`src/rtl/bk_mpadd_seq.sv`:
```
// Multi-precision add/subtract sequencer that drives an external 16-bit adder
// one word per cycle, least significant first, with a registered inter-word carry.
module bk_mpadd_seq #(
  parameter int WORDS = 4
) (
  input  logic                clk,
  input  logic                rst,
  input  logic                in_valid,
  output logic                in_ready,
  input  logic [16*WORDS-1:0] in_a,
  input  logic [16*WORDS-1:0] in_b,
  input  logic                in_cin,
  input  logic                in_sub,
  output logic                out_valid,
  input  logic                out_ready,
  output logic [16*WORDS-1:0] out_sum,
  output logic                out_cout,
  output logic                out_ovf,
  output logic                busy,
  output logic [15:0]         add_a,
  output logic [15:0]         add_b,
  output logic                add_cin,
  input  logic [15:0]         add_s,
  input  logic                add_cout
);

  // state | meaning
  // IDLE  | ready for a request, adder inputs parked at zero
  // RUN   | word k on the adder, carry chained through c
  // DONE  | result held until out_ready

  localparam int KW = (WORDS > 1) ? $clog2(WORDS) : 1;
  localparam logic [KW-1:0] LASTK = KW'(WORDS - 1);

  typedef enum logic [1:0] {IDLE, RUN, DONE} state_t;

  state_t                   state;
  logic [KW-1:0]            k;
  logic                     c;
  logic [WORDS-1:0][15:0]   a_q;
  logic [WORDS-1:0][15:0]   b_q;
  logic [WORDS-1:0][15:0]   sum_q;

  assign in_ready = (state == IDLE);
  assign busy     = (state == RUN);
  assign out_sum  = sum_q;

  assign add_a   = (state == RUN) ? a_q[k] : 16'h0000;
  assign add_b   = (state == RUN) ? b_q[k] : 16'h0000;
  assign add_cin = (state == RUN) ? c : 1'b0;

  always_ff @(posedge clk) begin
    if (rst) begin
      state     <= IDLE;
      k         <= '0;
      c         <= 1'b0;
      a_q       <= '0;
      b_q       <= '0;
      sum_q     <= '0;
      out_cout  <= 1'b0;
      out_ovf   <= 1'b0;
      out_valid <= 1'b0;
    end else begin
      case (state)
        IDLE: begin
          if (in_valid) begin
            a_q   <= in_a;
            // subtract as A + ~B + 1, with the borrow-in folded into the carry
            b_q   <= in_sub ? ~in_b : in_b;
            c     <= in_cin ^ in_sub;
            k     <= '0;
            state <= RUN;
          end
        end
        RUN: begin
          sum_q[k] <= add_s;
          c        <= add_cout;
          if (k == LASTK) begin
            k         <= '0;
            out_cout  <= add_cout;
            out_ovf   <= (a_q[WORDS-1][15] == b_q[WORDS-1][15]) &&
                         (add_s[15] != a_q[WORDS-1][15]);
            out_valid <= 1'b1;
            state     <= DONE;
          end else begin
            k <= k + 1'b1;
          end
        end
        DONE: begin
          if (out_ready) begin
            out_valid <= 1'b0;
            state     <= IDLE;
          end
        end
        default: state <= IDLE;
      endcase
    end
  end

endmodule
```
`config.mk`:
```
export PLATFORM = sky130hd
export DESIGN_NAME = bk_mpadd_seq
export DESIGN_NICKNAME = d
export VERILOG_FILES = /design/src/rtl/bk_mpadd_seq.sv
export SDC_FILE = /design/constraint.sdc
export NUM_CORES = 1
export LEC_CHECK = 0
export CAP_MARGIN = 20
export CORE_AREA = 3 3 141 130
export CTS_CLUSTER_SIZE = 25
export DETAILED_ROUTE_END_ITERATION = 16
export DIE_AREA = 0 0 144 133
export MAX_ROUTING_LAYER = met4
export PLACE_DENSITY = 0.84
export SLEW_MARGIN = 20
export SYNTH_ARGS = -nofsm -noshare
export SYNTH_HDL_FRONTEND = slang
export SYNTH_SLANG_ARGS = --single-unit
export TNS_END_PERCENT = 1
```
`constraint.sdc`:
```
create_clock -name clk -period 4.45 [get_ports clk]
set_clock_uncertainty 0.05 [all_clocks]
set_input_delay 1.335 -clock clk [delete_from_list [all_inputs] [get_ports clk]]
set_output_delay 1.335 -clock clk [all_outputs]
set_load 0.02 [all_outputs]
```
=== After elaboration in Yosys (flattened, before gate mapping) ===
Cells that the tools add are included.

* Bits in registers: 200
* Output and inout bits: 102
* Word-level logic and storage cells: 64

* Add/sub/neg operators: 1
* Order comparisons: 2
* Equal/unequal tests: 8
* Mux-type cells: 23
* Bitwise operators: 2
* Reductions and logical operators: 10

{| class="wikitable"
|+ Operator list
! kind !! count
|-
| 2-to-1 mux 16 bit || 5
|-
| binary-select mux 16 bit (select 2 bit) || 2
|-
| bitwise mux 64 bit || 1
|-
| 2-to-1 mux 64 bit || 1
|-
| NOT 64 bit || 1
|-
| demux 16 bit (select 2 bit) || 1
|-
| 2-to-1 mux 2 bit || 5
|-
| one-hot mux 2 bit (3 select lines) || 1
|-
| AND reduction 2 bit || 3
|-
| AND reduction 3 bit || 2
|-
| equality test 2 bit (second input constant) || 2
|-
| 2-to-1 mux 1 bit || 4
|-
| inequality test 2 bit (second input constant) || 2
|-
| one-hot mux 1 bit (2 select lines) || 2
|-
| one-hot mux 2 bit (2 select lines) || 1
|-
| nonzero test 2 bit || 2
|-
| < comparator 2 x 3 -> 1 bit (second input constant) || 1
|-
| adder 2 x 1 -> 2 bit (second input constant) || 1
|-
| equality test 2 x 1 -> 1 bit (second input constant) || 1
|-
| >= comparator 2 x 1 -> 1 bit (second input constant) || 1
|-
| logical AND 1 bit || 2
|-
| zero test 2 bit || 1
|-
| inequality test 2 x 1 -> 1 bit (second input constant) || 1
|-
| equality test 1 bit || 1
|-
| other kinds (2) || 2
|}

=== Logic depth before layout (Yosys ltp) ===
Gate-level depths: netlist (run 1).

* Depth after elaboration: 5
* Gate-level depth with buffers: 9
* Gate-level depth less buffers: 5

=== Least setup slack after synthesis (run 1) ===
No wires, ideal clock.

* Kind: register -> output
* Start: register k[0]
* End: output port add_b[10]
* Arrival time: 1.468 ns
* Data required time: 3.065 ns
* Setup slack: 1.597 ns
* Cell stages (with the launch flop): 5
* Path buffers: 2
* Cell sequence: dfxtp_1 > buf_4 > buf_4 > mux4_2 > and2_1

* Longest elaborated chain between the ends: 3

{| class="wikitable"
|+ RTL lines
! what !! line !! RTL
|-
| from (decl) || 38 || <nowiki>logic [KW-1:0] k;</nowiki>
|-
| from (signal assigned) || 86 || <nowiki>k <= k + 1'b1;</nowiki>
|-
| binary-select mux 16 bit (select 2 bit) || 49 || <nowiki>assign add_b = (state == RUN) ? b_q[k] : 16'h0000;</nowiki>
|-
| 2-to-1 mux 16 bit (implied by the code) || 49 ||
|-
| 2-to-1 mux 16 bit || 49 ||
|-
| to (decl) || 21 || <nowiki>output logic [15:0] add_b,</nowiki>
|}

Every way passes these cells. The select of a mux whose other input is x is not followed.

=== Worst setup path after layout (run 1) ===
* Start: register state[0]
* End: output port add_b[2]

* Longest elaborated chain between the ends: 2

{| class="wikitable"
|+ RTL lines
! what !! line !! RTL
|-
| from (decl) || 37 || <nowiki>state_t state;</nowiki>
|-
| from (signal assigned) || 54 || <nowiki>state <= IDLE;</nowiki>
|-
| from (signal assigned) || 72 || <nowiki>state <= RUN;</nowiki>
|-
| from (signal assigned) || 84 || <nowiki>state <= DONE;</nowiki>
|-
| equality test 2 x 1 -> 1 bit || 49 ||
|-
| 2-to-1 mux 16 bit || 49 ||
|}

Every way passes these cells.

==> impl_metrics.json, run 1 <==
{
  "outcome": "finished, final reports clean",
  "drc_errors": 0,
  "worst_setup_path_end_kind": "output port",
  "p_sw_frac": 0.260,
  "r2r-end": "out_ovf",
  "peakVddDrop_v": 0.000260,
  "timing.rr.start": "k[0]",
  "die_x_um": 144,
  "synthCells": 973,
  "worstRegToRegCells": 5,
  "seqPwrFrac": 0.479,
  "final_cells": 1399,
  "htreeDepth": 4,
  "cts_resized": 0,
  "hold_class": "flop to flop",
  "cts.sinks": 200,
  "powerDensity_mw_per_mm2": 349,
  "grt_pass1_vias": 7169,
  "crit_type": "flop to output port",
  "hp-start": "a_q[58]",
  "synth_cell_type_count": 30,
  "crit_chain": "nor2b_2 -> buf_4 -> and2_1 -> clkdlybuf4s50_1",
  "worstSkewPairLatency_ns": 0.42,
  "dr_total_vias": 7426,
  "finalCritPeriodShare": 0.894,
  "fp.dieH_um": 133,
  "power_leakage_nw": 4.07,
  "crit_family": "buffers and inverters",
  "ios": 253,
  "finalWirelength_um": 23200,
  "yosys_warnings": 0,
  "cp-start-kind": "flop",
  "placementRows": 45,
  "post-route-min-period_ns": 3.98,
  "yosys_register_bits": 200,
  "cp.required_ns": 3.06,
  "hold_end": "a_q[58]",
  "cp-startpoint": "state[0]",
  "grt_usage": 0.244,
  "post-place-ws_ns": 0.942,
  "die-area_mm2": 0.0192,
  "clk_pin_slew_ns": 0.07,
  "combPwrFrac": 0.159,
  "worst_pin_slew_ns": 0.835,
  "clockPowerShare": 0.362,
  "drtAntennaViolNets": 0,
  "postCtsSetupBuffers": 0,
  "ys.flop_type": "dfxtp_1",
  "synth-async-reset-ratio": 0,
  "arrival_ns": 2.59,
  "core-area_mm2": 0.0168,
  "yosysMostFrequentCell": "nand2_1",
  "yosys-top-cells-count": "nand2_1 (260), dfxtp_1 (200), a21oi_1 (135)",
  "grt-ovfl-total": 0,
  "antenna_found_initial": 1,
  "viasPerCell": 5.31,
  "hold_viol_final": 0,
  "nNetsFinal": 1330,
  "clockRootBuffer": "clkbuf_16",
  "grt_pass1_wl_um": 36300,
  "place_inst": 1365,
  "grt_max_degree": 102,
  "cts-buffers-inserted": 17,
  "setup_viol_count_final": 0,
  "synth-seq-area-share": 0.466,
  "clock_path_buffers": 2,
  "synth_top_area_cell": "dfxtp_1",
  "drt-pass1-iter-count": 5,
  "avgSynthCellArea_um2": 8.82,
  "holdPathStages": 2,
  "start_util": 0.510,
  "drive_gt1_frac": 0.0741,
  "slew-limit-headroom": 0.443,
  "place_congestion": 0.824,
  "switching_power_mw": 1.06,
  "slew_viol_final": 0,
  "slowest_delay_ns": 0.75,
  "synth_area_leaders": "dfxtp_1 (47%), nand2_1 (11%), mux4_2 (8.4%)",
  "p_int_mw": 3.02,
  "drv_cap": 0,
  "hpwl_um": 16100,
  "setup_tns_ns": 0,
  "cp.buffers_inverters": 2,
  "yosys.area.top_type_share": 0.466,
  "drtIter0Drc": 397,
  "synthToLayoutAreaGrowth_pct": 36.5,
  "reg2reg_slack_ns": 2.26,
  "cts_tree": "yes",
  "rsz0062_at_grt": "no",
  "cts_hold_buffers": 0,
  "setup_ws_ns": 0.472,
  "synth_edf_count": 0,
  "crit_slowest_cell": "dfxtp_1",
  "clock.fmax_mhz": 251,
  "crit_path_max_fanout": 38,
  "syn_area_mm2": 0.00858,
  "synth_fp_nets": 1129,
  "wl_per_cell_um": 16.6,
  "io_buffers": 252
}
-- sequential cells by signal, indices dropped and copies added, names as in the netlist --
signal	cells
out_ovf	1
out_sum	64
b_q	64
out_valid	1
a_q	64
c	1
k	2
state	2
out_cout	1
-- logic make-up (layout without fill, tap and decap cells) --
kind of cell               after synthesis  after routing  share of synthesized area
xor gates and xnor gates                65             65                     0.0663
DFF                                    200            200                      0.466
adders and majority gates                5              5                    0.00729
AOI/OAI and AO/OA                      203            203                      0.138
other                                    0              1                          0
muxes                                   33             33                     0.0851
and+or+nand+nor                        380            380                      0.186
buffers and inverters                   87            301                     0.0510
-- power groups by stage --
stage               combinational (mW)  clock (mW)  sequential [mW]
finish                           0.649        1.48             1.96
global route                     0.710        1.58             1.97
CTS                              0.651        1.51             1.96
detailed placement               0.648           0             2.00
global placement                 0.634           0             1.99
floorplan                        0.371           0             1.99
-- cell type report --
class	count	area, um2
fill	1363	5120
clock inverter	14	138
multi-input combinational	686	4150
antenna	1	2.50
tap	211	264
sequential	200	4010
timing repair buffer	266	2710
inverter	3	11.3
clock buffer	18	429
-- per-layer routing --
metal	routed length, um	track usage	up-vias
met2	11300	0.382	260
met5	0	-	-
met4	621	0.0863	0
met1	9800	0.311	3451
li1	-	-	3672
met3	1450	0.0531	43
-- placed cells by master (no fill, tap or decap), drive strengths merged --
cell	count
a211oi	65
clkinv	4
mux4	32
a22oi	1
or3	1
clkbuf	18
bufinv	1
nor3	1
dfxtp	200
or4b	1
diode	1
clkinvlp	4
nor3b	1
nand3	1
nand3b	5
or3b	1
clkdlybuf4s50	250
inv	8
and2	33
nor2b	1
a2bb2oi	1
o21bai	1
buf	16
and3b	4
xnor2	65
nor2	70
a21oi	135
nand2	260
nand2b	1
mux2i	1
ha	5
-- worst reg2reg max path: stages (launching register included) --
cell	delay [ns]
dfxtp_2	0.56
buf_12	0.25
ha_1	0.23
and3b_1	0.69
nor2_1	0.10
a211oi_1	0.23
-- how the worst max path moves through the flow --
stage / to / slack, ns / cells past startpoint
2_1_floorplan: add_b[10] / 1.60 / 4
3_3_place_gp: add_a[7] / 0.97 / 4
5_1_grt: add_b[1] / 0.31 / 4
4_1_cts: add_b[3] / 0.47 / 4
3_5_place_dp: add_b[13] / 0.94 / 4
6_report: add_b[2] / 0.47 / 4
-- through the flow --
stage               power [mW]   util  hold WS [ns]  cell area (um2)
floorplan                 2.36      -         0.383             8580
global placement          2.63  0.661         0.389            11100
detailed placement        2.65  0.661         0.395            11100
CTS                       4.11  0.695         0.405            11700
global route              4.26  0.696         0.423            11700
finish                    4.09  0.696         0.402            11700
(Power assumes the default switching activity.)
==> inputs of run 2 (changes only) <==
Settings changed: GPL_TIMING_DRIVEN from default to 1.
==> results of run 2 <==
The final DEF is identical to that of run 1; final timing and power are the same.
==> edit (flow settings as in run 2) <==
Encoding of `state_t`: now one-hot (3 bits for 3 states).
--- a/src/rtl/bk_mpadd_seq.sv
+++ b/src/rtl/bk_mpadd_seq.sv
@@ -33,5 +33,5 @@
   localparam logic [KW-1:0] LASTK = KW'(WORDS - 1);
 
-  typedef enum logic [1:0] {IDLE, RUN, DONE} state_t;
+  typedef enum logic [2:0] {IDLE = 3'b001, RUN = 3'b010, DONE = 3'b100} state_t;
 
   state_t                   state;
Behaviour: no difference found for any inputs over 4 cycles, from zero or initial values and one cycle with rst high; so few cycles prove little.
==> edit against run 2 <==
Sequential cell count is 1 higher; highest routed layer unchanged; design area rose by 4.4%; global-route usage is 2.1 points higher; synthesized area rose by 3.7%; first-iteration DRC count increased by 37%; sequential share of layout area shrank 1.3 points; critical endpoint is now add_b[5]; die area is the same; worst setup slack worse by 220 ps; routed wire length increased by 9.6%; hold slack worse by 0.87 ps; power increased by 7.0%.
==> edit: results <==
{
  "r2r-end": "out_sum[63]$_SDFFE_PP0P_",
  "crit_path_end": "add_b[5]",
  "async_flop_share_pct": 0,
  "drt_iter0_drc": 544,
  "hold_start": "a_q[41]$_SDFFE_PP0P_",
  "outcome": "finished clean",
  "critPathMaxFanout": 36,
  "hold_path_class": "flop to flop",
  "drive_gt1_share_pct": 11.5,
  "synth_xor_xnor_area_share_pct": 6.39,
  "fillers": 1185,
  "synth_nets": 1138,
  "cp_slowest_cell": "clkdlybuf4s50_1",
  "worstRegToRegCells": 5,
  "htreeDepth": 1,
  "dp_hpwl_um": 17700,
  "firstDrtPassIters": 5,
  "nets": 1345,
  "viasPerCell": 5.36,
  "crit_family": "buffers and inverters",
  "leakage_nw": 4.18,
  "yosysSeqAreaShare_pct": 45.2,
  "insertion_delay_ps": 500,
  "grt_pass1_vias": 7346,
  "routed_wirelength_um": 25400,
  "r2r_setup_slack_ps": 1860,
  "path_clk_slew_ps": 60,
  "synth_fa_ha_area_share_pct": 0.562,
  "root_buffer": "clkbuf_16",
  "hold_end": "a_q[41]$_SDFFE_PP0P_",
  "netlist_top_cells_count": "nand2_1, dfxtp_1, a21oi_1, nor2_1, xnor2_1",
  "track_usage_pct": 26.5,
  "clock_net_power_mw": 1.81,
  "portBuffers": 252,
  "switching_share_pct": 24.5,
  "relSlewSlack_pct": 32.6,
  "grt_max_degree": 90,
  "antenna_found_initial": 3,
  "comb_power_share_pct": 13.7,
  "grt_pass1_wl_um": 39200,
  "yosys-mux-area-fraction_pct": 8.09,
  "gp_congestion": 0.860,
  "numCtsBuffers": 22,
  "dpl_cell_area_sq_um": 11500,
  "clockBufferDepth": 3,
  "ys_types": 34,
  "cpPeakStageDelay_ps": 610,
  "max-vdd-ir-drop_uv": 279,
  "synth_compound_area_share_pct": 15.8,
  "crit_start": "state[0]$_SDFFE_PP1P_",
  "synth_area_leaders": "dfxtp_1, nand2_1, mux4_2"
}
-- edit: final cells by class --
class	instances	area (sq um)	share of cell area (%)
Clock inverter	7	114	0.931
Antenna cell	3	7.51	0.0614
Sequential cell	201	4030	32.9
Inverter	5	18.8	0.154
Clock buffer	31	614	5.02
Multi-Input combinational cell	687	4420	36.1
Timing Repair Buffer	273	2770	22.6
Tap cell	211	264	2.16
-- edit: metal layers --
metal  vias up  share of wire (%)  track usage (%)
li1       3727                  -                -
met1      3570                 44             36.7
met2       257                 45             38.5
met3        53                7.4             5.57
met4         0                3.2             9.21
met5         -                  0                -
-- edit: stage by stage --
stage                     power (mW)  std cells  worst slack, ps  hold WS (ps)
after floorplan                 2.36        983             1460           383
after global placement          2.58       1377              849           389
after detailed placement        2.60       1377              744           393
after CTS                       4.40       1415              215           402
after global routing            4.54       1418             92.2           419
final                           4.37       1418              248           401
